### src/rtl/signed_result_formatter_if.sv
// Handshake and result bundle between the multiplier core, the sign/BCD
// formatter and the display driver.
interface signed_result_formatter_if #(
   parameter int WIDTH  = 16,
   parameter int DIGITS = 5
);
   logic                  start;
   logic [WIDTH-1:0]      magnitude;
   logic                  sign;
   logic                  busy;
   logic                  done;
   logic [WIDTH:0]        signedResult;
   logic                  negative;
   logic [4*DIGITS-1:0]   bcd;

   modport master (
      output start, magnitude, sign,
      input  busy, done, signedResult, negative, bcd
   );

   modport slave (
      input  start, magnitude, sign,
      output busy, done, signedResult, negative, bcd
   );
endinterface

### src/rtl/signed_result_formatter.sv
// Restores the sign to an unsigned product magnitude and converts the magnitude
// to BCD digits with a sequential shift-add-3 (double-dabble) loop.
module signed_result_formatter #(
   parameter int WIDTH  = 16,
   parameter int DIGITS = 5
) (
   input logic                      clk,
   input logic                      rst_n,
   signed_result_formatter_if.slave bus
);

   localparam int CW = $clog2(WIDTH + 1);

   typedef enum logic [1:0] {
      IDLE,
      SHIFT,
      DONE
   } state_t;

   state_t                stateReg;
   state_t                stateNext;

   logic                  captureEn;
   logic                  shiftEn;
   logic                  finishEn;

   logic [WIDTH-1:0]      magReg;
   logic                  signReg;
   logic [WIDTH-1:0]      shReg;
   logic [4*DIGITS-1:0]   digitAcc;
   logic [4*DIGITS-1:0]   adjusted;
   logic [CW-1:0]         iterCnt;

   logic                  effSign;
   logic [WIDTH:0]        zeroExt;

   logic                  doneReg;
   logic [WIDTH:0]        resultReg;
   logic                  negReg;
   logic [4*DIGITS-1:0]   bcdReg;

   always_ff @(posedge clk or negedge rst_n) begin
      if (!rst_n) begin
         stateReg <= IDLE;
      end else begin
         stateReg <= stateNext;
      end
   end

   always_comb begin
      stateNext = stateReg;
      captureEn = 1'b0;
      shiftEn   = 1'b0;
      finishEn  = 1'b0;
      case (stateReg)
         IDLE: begin
            if (bus.start) begin
               captureEn = 1'b1;
               stateNext = SHIFT;
            end
         end
         SHIFT: begin
            shiftEn = 1'b1;
            if (iterCnt == CW'(WIDTH - 1)) begin
               stateNext = DONE;
            end
         end
         DONE: begin
            finishEn  = 1'b1;
            stateNext = IDLE;
         end
         default: begin
            stateNext = IDLE;
         end
      endcase
   end

   // Add-3 correction: any digit that would overflow past 9 after doubling is pre-biased.
   always_comb begin
      adjusted = digitAcc;
      for (int d = 0; d < DIGITS; d++) begin
         if (digitAcc[4*d +: 4] >= 4'd5) begin
            adjusted[4*d +: 4] = digitAcc[4*d +: 4] + 4'd3;
         end
      end
   end

   always_ff @(posedge clk or negedge rst_n) begin
      if (!rst_n) begin
         magReg   <= '0;
         signReg  <= 1'b0;
         shReg    <= '0;
         digitAcc <= '0;
         iterCnt  <= '0;
      end else if (captureEn) begin
         magReg   <= bus.magnitude;
         signReg  <= bus.sign;
         shReg    <= bus.magnitude;
         digitAcc <= '0;
         iterCnt  <= '0;
      end else if (shiftEn) begin
         {digitAcc, shReg} <= {adjusted[4*DIGITS-2:0], shReg, 1'b0};
         iterCnt           <= iterCnt + CW'(1);
      end
   end

   // A zero magnitude never reports a minus sign, whatever the operand signs were.
   assign effSign = signReg & (magReg != '0);
   assign zeroExt = {1'b0, magReg};

   always_ff @(posedge clk or negedge rst_n) begin
      if (!rst_n) begin
         doneReg   <= 1'b0;
         resultReg <= '0;
         negReg    <= 1'b0;
         bcdReg    <= '0;
      end else begin
         doneReg <= finishEn;
         if (finishEn) begin
            resultReg <= effSign ? (~zeroExt + (WIDTH+1)'(1)) : zeroExt;
            negReg    <= effSign;
            bcdReg    <= digitAcc;
         end
      end
   end

   assign bus.busy         = (stateReg != IDLE);
   assign bus.done         = doneReg;
   assign bus.signedResult = resultReg;
   assign bus.negative     = negReg;
   assign bus.bcd          = bcdReg;

endmodule
### src/flat_wrapper.sv
// flat-port wrapper written by rule: the top's interface ports become plain ports
module signed_result_formatter_flat 
#(
   parameter int WIDTH  = 16,
   parameter int DIGITS = 5
)
  (clk, rst_n, bus_start, bus_magnitude, bus_sign, bus_busy, bus_done, bus_signedResult, bus_negative, bus_bcd);
  signed_result_formatter_if #(.WIDTH(WIDTH), .DIGITS(DIGITS)) bus_i ();
  input logic clk;
  input logic rst_n;
  input wire logic [$bits(bus_i.start)-1:0] bus_start;
  input wire logic [$bits(bus_i.magnitude)-1:0] bus_magnitude;
  input wire logic [$bits(bus_i.sign)-1:0] bus_sign;
  output wire logic [$bits(bus_i.busy)-1:0] bus_busy;
  output wire logic [$bits(bus_i.done)-1:0] bus_done;
  output wire logic [$bits(bus_i.signedResult)-1:0] bus_signedResult;
  output wire logic [$bits(bus_i.negative)-1:0] bus_negative;
  output wire logic [$bits(bus_i.bcd)-1:0] bus_bcd;
  assign bus_i.start = bus_start;
  assign bus_i.magnitude = bus_magnitude;
  assign bus_i.sign = bus_sign;
  assign bus_busy = bus_i.busy;
  assign bus_done = bus_i.done;
  assign bus_signedResult = bus_i.signedResult;
  assign bus_negative = bus_i.negative;
  assign bus_bcd = bus_i.bcd;
  signed_result_formatter #(.WIDTH(WIDTH), .DIGITS(DIGITS)) u_core (.clk(clk), .rst_n(rst_n), .bus(bus_i));
endmodule
### config.mk
export PLATFORM = sky130hd
export DESIGN_NAME = signed_result_formatter_flat
export DESIGN_NICKNAME = d
export VERILOG_FILES = /design/src/rtl/signed_result_formatter_if.sv /design/src/rtl/signed_result_formatter.sv /design/src/flat_wrapper.sv
export SDC_FILE = /design/constraint.sdc
export NUM_CORES = 1
export LEC_CHECK = 0
export CAP_MARGIN = 20
export CORE_UTILIZATION = 51
export CTS_BUF_LIST = sky130_fd_sc_hd__clkbuf_2
export DETAILED_ROUTE_END_ITERATION = 8
export GPL_ROUTABILITY_DRIVEN = 0
export PLACE_DENSITY = 0.85
export SETUP_SLACK_MARGIN = 0.2
export SLEW_MARGIN = 25
export SYNTH_ARGS = -nofsm -noshare
export SYNTH_HDL_FRONTEND = slang
export SYNTH_SLANG_ARGS = --single-unit
export TNS_END_PERCENT = 20
### constraint.sdc
create_clock -name clk -period 1.9 [get_ports clk]
set_input_delay 0.475 -clock clk [delete_from_list [all_inputs] [get_ports clk]]
set_output_delay 0.475 -clock clk [all_outputs]
set_load 0.05 [all_outputs]
After elaboration in Yosys (flattened, before gate mapping)
Index checks and enable logic that the tools add are counted.

storage, ports and cells
  bits in registers = 99
  bits in latches = 0
  bits in writable memories = 0
  ROM bits = 0
  input port bits = 20
  output and inout port bits = 40
  logic and storage cells = 53
  memories = 0

operators by class
  $add $sub $neg = 7
  $mul = 0
  div/mod/pow operators = 0
  magnitude comparators = 5
  equality and inequality tests = 5
  shift-type cells = 0
  multiplexer cells = 19
  bitwise logic cells = 2
  reduce and logical (&&, ||, !) cells = 5

operators by type and width
  cell                                                                      number
  20-bit 2-to-1 mux                                                         2
  16-bit 2-to-1 mux                                                         2
  4-bit by 3-bit >= comparator with 1-bit output (second input constant)    5
  17-bit by 1-bit adder with 17-bit output (second input constant)          1
  17-bit 2-to-1 mux                                                         1
  16-bit NOT with 17-bit output                                             1
  4-bit by 2-bit adder with 4-bit output (second input constant)            4
  4-bit 2-to-1 mux                                                          4
  16-bit nonzero test                                                       1
  5-bit 2-to-1 mux                                                          2
  5-bit by 1-bit adder with 5-bit output (second input constant)            1
  5-bit by 4-bit equality test with 1-bit output (second input constant)    1
  1-bit 2-to-1 mux                                                          4
  2-bit 2-to-1 mux                                                          2
  2-bit one-hot mux with 2 select lines                                     1
  2-bit nonzero test                                                        2
  3-bit by 2-bit adder with 3-bit output (second input constant)            1
  3-bit 2-to-1 mux                                                          1
  2-bit by 1-bit equality test with 1-bit output (second input constant)    1
  2-bit equality test (second input constant)                               1
  2-bit logical NOT                                                         1
  2-bit by 1-bit inequality test with 1-bit output (second input constant)  1
  2-bit inequality test (second input constant)                             1
  2-bit AND reduction                                                       1
  1-bit bitwise AND                                                         1

Depth between registers and ports, before layout
Gate-level depths: netlist of the first run.

  word-level depth = 4
  gate-level depth with buffers = 7

Worst setup path after synthesis of the first run
No wires, ideal clock.

  kind = register to register
  from = reg u_core.magReg[0]
  to = reg u_core.resultReg[1] (netlist: u_core.bus.signedResult[1])
  library setup time = 129 ps
  data arrival time = 1,598 ps
  slack = 173 ps
  stages on the path, launching flop included = 8
  period minus slack after synthesis = 1,727 ps
  cell sequence = dfrtp_1 > inv_1 > ha_1 > nor4b_1 > nand4_1 > nand2_1 > mux2i_1 > o21ai_1

between the ends
  cells in the longest elaborated chain, start to end = 3
  elaborated cells on any way between the ends = 5

RTL lines
  element                                                                               RTL line                                                        source
  start: declaration                                                                    signed_result_formatter.sv:27                                   logic [WIDTH-1:0] magReg;
  start signal: assignment                                                              signed_result_formatter.sv:96                                   magReg <= bus.magnitude;
  16-bit NOT with 17-bit output / 16-bit nonzero test (equally long branches)           signed_result_formatter.sv:120, signed_result_formatter.sv:108
  17-bit by 1-bit adder with 17-bit output / 1-bit bitwise AND (equally long branches)  signed_result_formatter.sv:120, signed_result_formatter.sv:108
  17-bit 2-to-1 mux (*)                                                                 signed_result_formatter.sv:120                                  resultReg <= effSign ? (~zeroExt + (WIDTH+1)'(1)) : zeroExt;
  end signal: assignment                                                                signed_result_formatter.sv:120
  end: declaration                                                                      signed_result_formatter.sv:38                                   logic [WIDTH:0] resultReg;

Every way passes the cells marked *; elsewhere a longest branch is shown, timed or not.
A chain may end at the register's enable or synchronous reset.

Final worst setup path of the first run
  from = reg u_core.magReg[0]
  to = reg u_core.resultReg[15] (netlist: u_core.bus.signedResult[15])

The elaborated chain is that of the path after synthesis.

==> impl_metrics.csv, run 1 <==
group,metric,value,unit
synthesis,syn_nets,500,
pwr,p_switching,3.947,mW
setup_path,r2r-end,"u_core.bus.signedResult[15]",
cts,htreeDepth,3,
pwr,seq_power_share,0.383,
drt,postRouteAntennaNets,0,
synthesis,yosys-top-cells-count,"nand2_1 (137), dfrtp_1 (98), o21ai_0 (53)",
final_layout,post-route-util,0.6670,
grt,grt_pass1_wl,16.15,mm
cts,cts_sinks,98,
final_layout,final_net_count,579,
setup_path,crit_type,"register to register",
timing,worst_slew_pin_slew,0.4297,ns
timing,finalClockSkew,0.02304,ns
place,place_area,0.005165,mm²
pwr,power_frac_clock,0.138,
timing,clock.fmax,0.5241,GHz
synthesis,synth_edf_count,0,
cts,clk_transition_reported_paths,0.26,ns
synthesis,ys_types,40,
synthesis,syn_inst,467,
synthesis,ys_ff_latch,98,
pwr,finalPower,9.119,mW
final_layout,syn_to_final_growth,25.20,%
floorplanning,die_h,95.34,µm
drt,drt_wl_total,10.33,mm
drt,drt-pass1-iter-count,5,
floorplanning,ioPinCount,60,
pwr,powerDensity,1639,mW/mm²
timing,rsz0062_at_grt,"true",
drt,drcViolationCount,0,
status,status,"finished with violations",
setup_path,rrSetupSlack,-0.008,ns
timing,fin_crit_sh,1.004,
floorplanning,core_area,0.008341,mm²
floorplanning,die_area,0.009089,mm²
place,dpl.hpwl,6.650,mm
timing,final-max-slew-violation-count,0,
drt,via_per_inst,5.538,
synthesis,synth_area,0.004443,mm²
setup_path,crit_fanout,3,
synthesis,yosysSeqAreaShare,0.5520,
synthesis,synth_top_area_share,0.5520,
cts,max-clock-path-buffers,2,
synthesis,ys.flop_type,"dfrtp_1",
timing,finalHoldViolations,0,
pwr,vdd_ir_drop_max,0.7156,mV
setup_path,rr_startpoint,"u_core.magReg[0]",
timing,fin_ws,-0.008178,ns
drt,drt_iter0_markers,207,
grt,grt_max_degree,53,
timing,slew_headroom,0.7132,
floorplanning,fp.dieW,95.34,µm
cts,cts_buffers,9,
pwr,p_leak,2.706,nW
final_layout,final_cell_area,0.005563,mm²
cts,root_buffer,"clkbuf_2",
drt,vias,3633,
floorplanning,start_util,0.5327,
setup_path,cp.required,2.38,ns
final_layout,diodes,0,
timing,setup_viol,1,
synthesis,synth_area_leaders,"dfrtp_1 (55%), nand2_1 (12%), o21ai_0 (6.0%), ha_1 (3.7%), xor2_1 (3.0%)",
pwr,pwr-share-comb,0.479,
final_layout,fill_cells,631,
setup_path,start_kind,"register",
cts,insertion_delay,0.55,ns
status,violations,"negative setup slack",
timing,setup_tns,-0.008178,ns
place,portBuffers,59,
setup_path,crit_arrival,2.39,ns
job,drv_cap,0,
synthesis,syn_avg_cell_area,9.514,µm²
grt,gr-total-overflow,0,
synthesis,yosysMostFrequentCell,"nand2_1",
pwr,internal_power,5.172,mW
final_layout,final_cells,656,
timing,min_period,1.908,ns
pwr,switching_share,0.4328,
drt,routedWlPerCell,15.75,µm
synthesis,async_flop_share,1.000,
place,placed_cells,623,
final_layout,drive_above_1_share,0.2033,
synthesis,synth_top_area_cell,"dfrtp_1",
hold_path,hold_path.class,"primary input to async pin",
floorplanning,rows,33,
grt,track_usage,0.2325,
cts,cts_tree,"done",
setup_path,reg2regPathDepth,6,
grt,first_global_vias,3383,
grt,antenna_found_initial,0,
synthesis,yosysWarnings,0,
setup_path,cp-end-kind,"register",
==> cell type report <==
class | count | area, µm² | area share
clock buffers | 9 | 45.04 | 0.008097
clock inverters | 7 | 116.4 | 0.02092
inverters | 15 | 56.30 | 0.01012
multi-input cells | 329 | 1936 | 0.3480
flip-flops and latches | 98 | 2455 | 0.4413
well taps | 105 | 131.4 | 0.02362
repair buffers | 93 | 823.3 | 0.1480
==> metrics by stage <==
| step | setup WS (ns) | hold slack (ns) |
|---|---|---|
| finish | -0.008178 | 0.2669 |
| global route | -0.07610 | 0.2605 |
| CTS | 0.05550 | 0.2587 |
| detailed placement | -0.008657 | 0.3493 |
| global placement | 0.04452 | 0.3451 |
| floorplan | 0.1889 | 0.1794 |
==> cells in the final DEF (no fill, tap or decap), types with 3 or more instances in the layout <==
cell type	netlist	final
xor2_1	15	15
o32ai_1	4	4
a32o_1	5	5
nand3_1	20	19
nand2_1	137	136
o211ai_1	3	3
dfrtp_1	98	96
bufinv_16	0	3
a21oi_1	10	10
mux2i_1	8	7
o21ai_0	53	49
xnor2_1	7	7
nor2_1	10	9
ha_1	13	12
buf_4	1	65
nand2b_1	8	7
clkbuf_2	0	9
buf_6	0	4
clkdlybuf4s50_1	0	18
o21ai_1	3	7
o31ai_1	9	7
inv_1	15	13
buf_12	0	5
==> cell families after synthesis <==
logic type | Yosys count | share of synthesized area
buffers and inverters | 40 | 0.03492
XOR/XNOR | 22 | 0.04337
AO/OA/AOI/OAI | 93 | 0.1262
flip-flops | 98 | 0.5520
adder cells (fa/ha/maj) | 13 | 0.03661
multiplexers | 8 | 0.01802
AND/OR/NAND/NOR | 193 | 0.1890
==> routing by layer <==
layer | track usage | vias to the layer above | share of wire
met5 | 0 | - | 0
met4 | 0.09343 | 0 | 0.023
met3 | 0.03509 | 23 | 0.059
met2 | 0.3655 | 148 | 0.49
met1 | 0.3234 | 1734 | 0.43
li1 | - | 1728 | -
==> repair_timing <==
action	CTS	global route
gates resized for setup	10	18
pin swaps	6	12
hold buffers	1	0
setup endpoints to repair	14	54
endpoints found under the hold margin	28	0
buffers inserted	10	6
==> worst max-delay path, cell delays in order, from the launching register on <==
cell and delay (ns):
dfrtp_1 0.47, buf_6 0.13, nor4_4 0.30, nand3b_1 0.18
or4_4 0.45, a21bo_1 0.19, a31oi_2 0.15
==> registers in the layout, indices dropped and copies added, names as in the netlist <==
register                 cells
u_core.digitAcc             20
u_core.shReg                16
u_core.signReg               1
u_core.bus.signedResult     16
u_core.bus.bcd              20
u_core.bus.negative          1
u_core.bus.done              1
u_core.iterCnt               5
u_core.stateReg              2
u_core.magReg               16
==> how the worst max path moves through the flow <==
stage	from	endpoint	slack, ns	depth (start not counted)
after floorplan	u_core.magReg[9]	u_core.bus.signedResult[15]	0.19	5
after global placement	bus_start	u_core.iterCnt[2]	0.04	6
after detailed placement	bus_start	u_core.iterCnt[2]	-0.009	6
after CTS	u_core.stateReg[1]	bus_busy	0.06	3
after global routing	u_core.magReg[0]	u_core.bus.signedResult[15]	-0.08	6
final	u_core.magReg[0]	u_core.bus.signedResult[15]	-0.008	6
==> power by group through the flow <==
stage	Sequential, mW	Clock, mW	Combinational (mW)
after floorplan	3.83	0	2.24
after global placement	3.40	0	3.68
after detailed placement	3.45	0	3.86
after CTS	3.43	1.28	4.08
after global routing	3.57	1.36	4.77
final	3.49	1.26	4.37
(Power assumes the default switching activity.)
==> inputs of run 2 (changes only) <==
--- a/config.mk
+++ b/config.mk
@@ -8,6 +8,7 @@
 export CAP_MARGIN = 20
 export CORE_UTILIZATION = 51
 export CTS_BUF_LIST = sky130_fd_sc_hd__clkbuf_2
+export CTS_CLUSTER_SIZE = 14
 export DETAILED_ROUTE_END_ITERATION = 8
 export GPL_ROUTABILITY_DRIVEN = 0
 export PLACE_DENSITY = 0.85
==> constraint.sdc (replaced) <==
create_clock -name clk -period 1.9 [get_ports clk]
set_input_delay 0.475 -clock clk [delete_from_list [all_inputs] [get_ports clk]]
set_output_delay 0.475 -clock clk [all_outputs]
set_load 0.02 [all_outputs]
==> run 2 against run 1 <==
Effect of this change:
- the run still ends with negative setup slack left
- largest power group unchanged
- clock power is 10% lower
- largest cell class unchanged
- fmax is 3.2% lower
- critical endpoint unchanged
- highest routed layer unchanged
- critical path type unchanged
- sequential share of layout area up 0.25 points
==> impl_metrics.csv, run 2 (synthesized netlist as in run 1, its figures left out) <==
group,metric,value,unit
status,status,"finished with violations",
status,violations,"negative setup slack",
final_layout,final_cells,656,
place,dpl.hpwl,6.797,mm
setup_path,reg2regPathDepth,6,
timing,finalClockSkew,0.03154,ns
final_layout,syn_to_final_growth,24.44,%
setup_path,worstPathCellList,"buf_6 > nor4_4 > nand3b_1 > or4_4 > a21bo_1 > a31oi_2",
cts,cts_tree,"done",
timing,min_period,1.971,ns
drt,drt_iter0_markers,193,
setup_path,crit_start,"u_core.magReg[1]",
setup_path,slowest_stage,"dfrtp_2",
grt,first_global_vias,3368,
cts,insertion_delay,0.54,ns
setup_path,rrSetupSlack,-0.07,ns
cts,cts_buffers,9,
drt,drt_wl_total,10.15,mm
setup_path,cp.depth,6,
setup_path,cp-end-kind,"register",
timing,fin_crit_sh,1.037,
floorplanning,die_h,95.34,µm
floorplanning,start_util,0.5327,
cts,cts_sinks,98,
cts,clk_transition_reported_paths,0.28,ns
floorplanning,fp.dieW,95.34,µm
timing,final-max-slew-violation-count,0,
final_layout,layout_common_cells,"nand2_1 (136), dfrtp_1 (97), o21ai_0 (49)",
timing,setup_viol,5,
floorplanning,core_area,0.008341,mm²
timing,fin_ws,-0.07120,ns
pwr,vdd_ir_drop_max,0.6387,mV
drt,drcViolationCount,0,
cts,root_buffer,"clkbuf_2",
floorplanning,rows,33,
floorplanning,die_area,0.009089,mm²
setup_path,rr_startpoint,"u_core.magReg[1]",
timing,slew_headroom,0.6461,
grt,gr-total-overflow,0,
timing,rsz0062_at_grt,"true",
setup_path,start_kind,"register",
grt,track_usage,0.2322,
place,pre_cts_slack,-0.02351,ns
final_layout,fill_cells,608,
setup_path,r2r-end,"u_core.bus.signedResult[15]",
timing,worst_slew_pin_slew,0.5308,ns
grt,grt_max_degree,53,
final_layout,final_common_cell,"nand2_1",
final_layout,drive_above_1_share,0.1579,
setup_path,critical_path_buf_inv_count,1,
timing,finalHoldViolations,0,
final_layout,final_net_count,579,
setup_path,endpoint,"u_core.bus.signedResult[15]",
drt,drt-pass1-iter-count,5,
drt,vias,3654,
final_layout,seq_area,0.002454,mm²
setup_path,crit_fanout,4,
cts,max-clock-path-buffers,2,
final_layout,diodes,0,
drt,postRouteAntennaNets,0,
cts,htreeDepth,3,
setup_path,cp.required,2.37,ns
timing,setup_tns,-0.2380,ns
setup_path,critical_path.top_delay_family,"simple AND/OR/NAND/NOR gates",
drt,via_per_inst,5.570,
pwr,powerDensity,1523,mW/mm²
grt,antenna_found_initial,0,
floorplanning,ioPinCount,60,
place,portBuffers,59,
setup_path,crit_arrival,2.44,ns
grt,grt_pass1_wl,16.22,mm
job,drv_cap,0,
timing,clock.fmax,0.5073,GHz
place,placed_cells,624,
pwr,p_leak,2.735,nW
setup_path,slowest_delay,0.50,ns
hold_path,hold_path.class,"primary input to async pin",
drt,routedWlPerCell,15.47,µm
final_layout,multiInputGateArea,0.001938,mm²
setup_path,crit_type,"register to register",
[run 2: metrics by stage]
step                        util  hold WS [ns]  instance area (µm²)  power, mW
after floorplan                -        0.1794                 4449      5.707
after global placement    0.6307        0.4578                 5260      6.753
after detailed placement  0.6307        0.4607                 5260      6.988
after CTS                 0.6515        0.3877                 5434      8.119
after global routing      0.6629        0.3997                 5529      9.009
final                     0.6629        0.4034                 5529      8.421
[run 2: power breakdown]
group | internal (mW) | switching (mW)
Clock | 0.440 | 0.691
Combinational | 1.68 | 2.13
Sequential | 2.79 | 0.683
[run 2: what timing repair did]
action,in CTS,in global routing
pin swaps,3,11
endpoints found under the hold margin,36,0
endpoints found under the setup margin,52,52
hold buffers,1,0
resized for setup,77,38
setup buffers,10,5
[run 2: final cells by class]
cell class,instances,share of cell area
flip-flops and latches,98,0.4438
multi-input cells,329,0.3505
repair buffers,93,0.1462
well taps,105,0.02376
clock inverters,6,0.01652
inverters,15,0.01018
clock buffers,10,0.009052
[run 2: how the worst min path moves through the flow]
stage	endpoint	slack (ns)
after CTS	u_core.bus.bcd[9]	0.39
after global placement	u_core.bus.bcd[19]	0.46
final	u_core.bus.bcd[9]	0.40
after global routing	u_core.bus.bcd[9]	0.40
after detailed placement	u_core.shReg[6]	0.46
after floorplan	u_core.bus.bcd[0]	0.18
[run 2: per-layer routing]
layer,GRT usage,vias up,wire [µm]
met1,0.3356,1785,4562
met2,0.3631,122,4951
li1,-,1733,-
met4,0.05808,0,125
met3,0.04147,14,508
met5,0,-,0
==> inputs of run 3 (changes only) <==
--- a/config.mk
+++ b/config.mk
@@ -6,6 +6,7 @@
 export NUM_CORES = 1
 export LEC_CHECK = 0
 export CAP_MARGIN = 20
+export CORE_ASPECT_RATIO = 1.4
 export CORE_UTILIZATION = 51
 export CTS_BUF_LIST = sky130_fd_sc_hd__clkbuf_2
 export CTS_CLUSTER_SIZE = 14
==> constraint.sdc (replaced) <==
create_clock -name clk -period 1.9 [get_ports clk]
set_input_delay 0.475 -clock clk [delete_from_list [all_inputs] [get_ports clk]]
set_output_delay 0.475 -clock clk [all_outputs]
set_load 0.05 [all_outputs]
==> run 3 against run 2 <==
Effect of this change:
- clock power is 11% higher
- the flow still finishes with violations (negative setup slack)
- largest power group unchanged
- fmax is 1.6% lower
- global-route usage is 0.87 points higher
- via count stayed put
- sequential power is 2% higher
==> impl_metrics.csv, run 3 (synthesized netlist as in run 1, its figures left out) <==
group,metric,value,unit
status,status,"finished with violations",
status,violations,"negative setup slack",
grt,track_usage,0.2409,
floorplanning,ioPinCount,60,
setup_path,worstPathCellList,"nor4_1 > nand4_1 > o211ai_1 > xor2_1 > o21ai_1",
timing,setup_viol,6,
drt,routedWlPerCell,15.37,µm
drt,drt_wl_total,10.10,mm
cts,cts_tree,"done",
drt,vias,3654,
final_layout,layout_common_cells,"nand2_1 (137), dfrtp_1 (97), o21ai_0 (48)",
setup_path,crit_fanout,7,
floorplanning,fp.dieW,80.89,µm
place,portBuffers,59,
final_layout,final_cells,657,
setup_path,cp.required,2.40,ns
final_layout,syn_to_final_growth,27.57,%
pwr,finalPower,9.169,mW
floorplanning,core_area,0.008295,mm²
timing,final-max-slew-violation-count,0,
timing,fin_crit_sh,1.054,
setup_path,crit_arrival,2.51,ns
timing,rsz0062_at_grt,"true",
setup_path,endpoint,"u_core.bus.signedResult[11]",
cts,root_buffer,"clkbuf_2",
final_layout,drive_above_1_share,0.2004,
timing,clock.fmax,0.4993,GHz
hold_path,hold_path.class,"primary input to async pin",
drt,drt_iter0_markers,325,
timing,fin_ws,-0.1028,ns
place,placed_cells,621,
pwr,powerDensity,1618,mW/mm²
setup_path,cp-end-kind,"register",
pwr,vdd_ir_drop_max,0.8223,mV
setup_path,slowest_delay,0.55,ns
setup_path,rrSetupSlack,-0.10,ns
place,dpl.hpwl,6.590,mm
place,pre_cts_slack,0.002864,ns
timing,min_period,2.003,ns
setup_path,crit_start,"u_core.magReg[13]",
final_layout,final_common_cell,"nand2_1",
cts,cts_buffers,9,
floorplanning,rows,39,
timing,slew_headroom,0.6418,
grt,grt_max_degree,42,
cts,insertion_delay,0.59,ns
cts,htreeDepth,3,
final_layout,fill_cells,592,
cts,max-clock-path-buffers,2,
grt,antenna_found_initial,1,
setup_path,slowest_stage,"dfrtp_1",
floorplanning,die_area,0.009095,mm²
grt,first_global_vias,3558,
setup_path,rr_startpoint,"u_core.magReg[13]",
final_layout,final_cell_area,0.005668,mm²
final_layout,final_net_count,582,
job,drv_cap,0,
setup_path,crit_type,"register to register",
floorplanning,die_h,112.4,µm
timing,finalClockSkew,0.01875,ns
setup_path,start_kind,"register",
timing,worst_slew_pin_slew,0.5374,ns
drt,drcViolationCount,0,
setup_path,r2r-end,"u_core.bus.signedResult[11]",
setup_path,reg2regPathDepth,5,
drt,drt-pass1-iter-count,6,
grt,grt_pass1_wl,16.70,mm
drt,postRouteAntennaNets,0,
timing,finalHoldViolations,0,
final_layout,post-route-util,0.6833,
place,place_area,0.005131,mm²
cts,cts_sinks,98,
drt,via_per_inst,5.562,
floorplanning,start_util,0.5356,
grt,gr-total-overflow,0,
cts,clk_transition_reported_paths,0.25,ns
pwr,p_leak,2.735,nW
[run 3: cell count changes in the layout (fill, tap and decap cells not counted), moves of 2 or more]
cell	delta
buf_6	+38
a21oi_1	-3
nor4_2	-2
buf_12	-2
buf_4	+4
clkinvlp_4	-2
clkbuf_2	-3
buf_2	-10
dlygate4sd2_1	-24
clkinv_1	+2
nand3_2	-2
nand3_1	+2
a21oi_2	+3
[run 3: per-layer routing]
layer	wire length [µm]	up-vias	track usage
met1	4129	1777	0.3144
met5	0	-	0
met4	280	0	0.1274
li1	-	1739	-
met3	487	22	0.04878
met2	5202	116	0.3737
[run 3: worst min-delay path by stage]
stage,slack [ns],depth (start not counted),startpoint,end
2_1_floorplan,0.18,0,rst_n,u_core.bus.bcd[0]
3_3_place_gp,0.45,2,u_core.shReg[6],u_core.shReg[6]
3_5_place_dp,0.47,2,u_core.shReg[6],u_core.shReg[6]
4_1_cts,0.36,2,rst_n,u_core.digitAcc[4]
5_1_grt,0.36,2,rst_n,u_core.digitAcc[8]
6_report,0.37,2,rst_n,u_core.digitAcc[8]
[run 3: final cells by class]
class / instances / area [µm²] / share of cell area
Multi-Input combinational cell: 329 / 1922 / 0.3391
Tap cell: 102 / 127.6 / 0.02252
Antenna cell: 1 / 2.502 / 0.0004415
Inverter: 15 / 56.30 / 0.009934
Clock buffer: 10 / 50.05 / 0.008830
Clock inverter: 6 / 105.1 / 0.01854
Sequential cell: 98 / 2454 / 0.4329
Timing Repair Buffer: 96 / 950.9 / 0.1678
[run 3: through the flow]
| step | setup TNS [ns] | hold slack (ns) |
|---|---|---|
| floorplan | 0 | 0.1794 |
| global placement | 0 | 0.4514 |
| detailed placement | 0 | 0.4657 |
| CTS | -0.01864 | 0.3623 |
| global route | -1.054 | 0.3606 |
| finish | -0.3499 | 0.3717 |
[run 3: timing repair]
item,4_1_cts,5_1_grt
resized for setup,27,38
pin swaps,16,15
hold buffers,1,0
hold endpoints to repair,38,0
setup buffers,14,4
endpoints found under the setup margin,25,58
[run 3: critical path, delay by kind of cell, from the launching register on]
kind,cells,cell delay (ns)
AO/OA/AOI/OAI,2,0.37
flip-flops,1,0.55
XOR/XNOR,1,0.22
AND/OR/NAND/NOR,2,0.78
[run 3: power by group]
part	internal [mW]	leakage [nW]	switching (mW)
Clock	0.562	0.0872	0.688
Sequential	2.79	1.24	0.752
Combinational	1.88	1.41	2.49
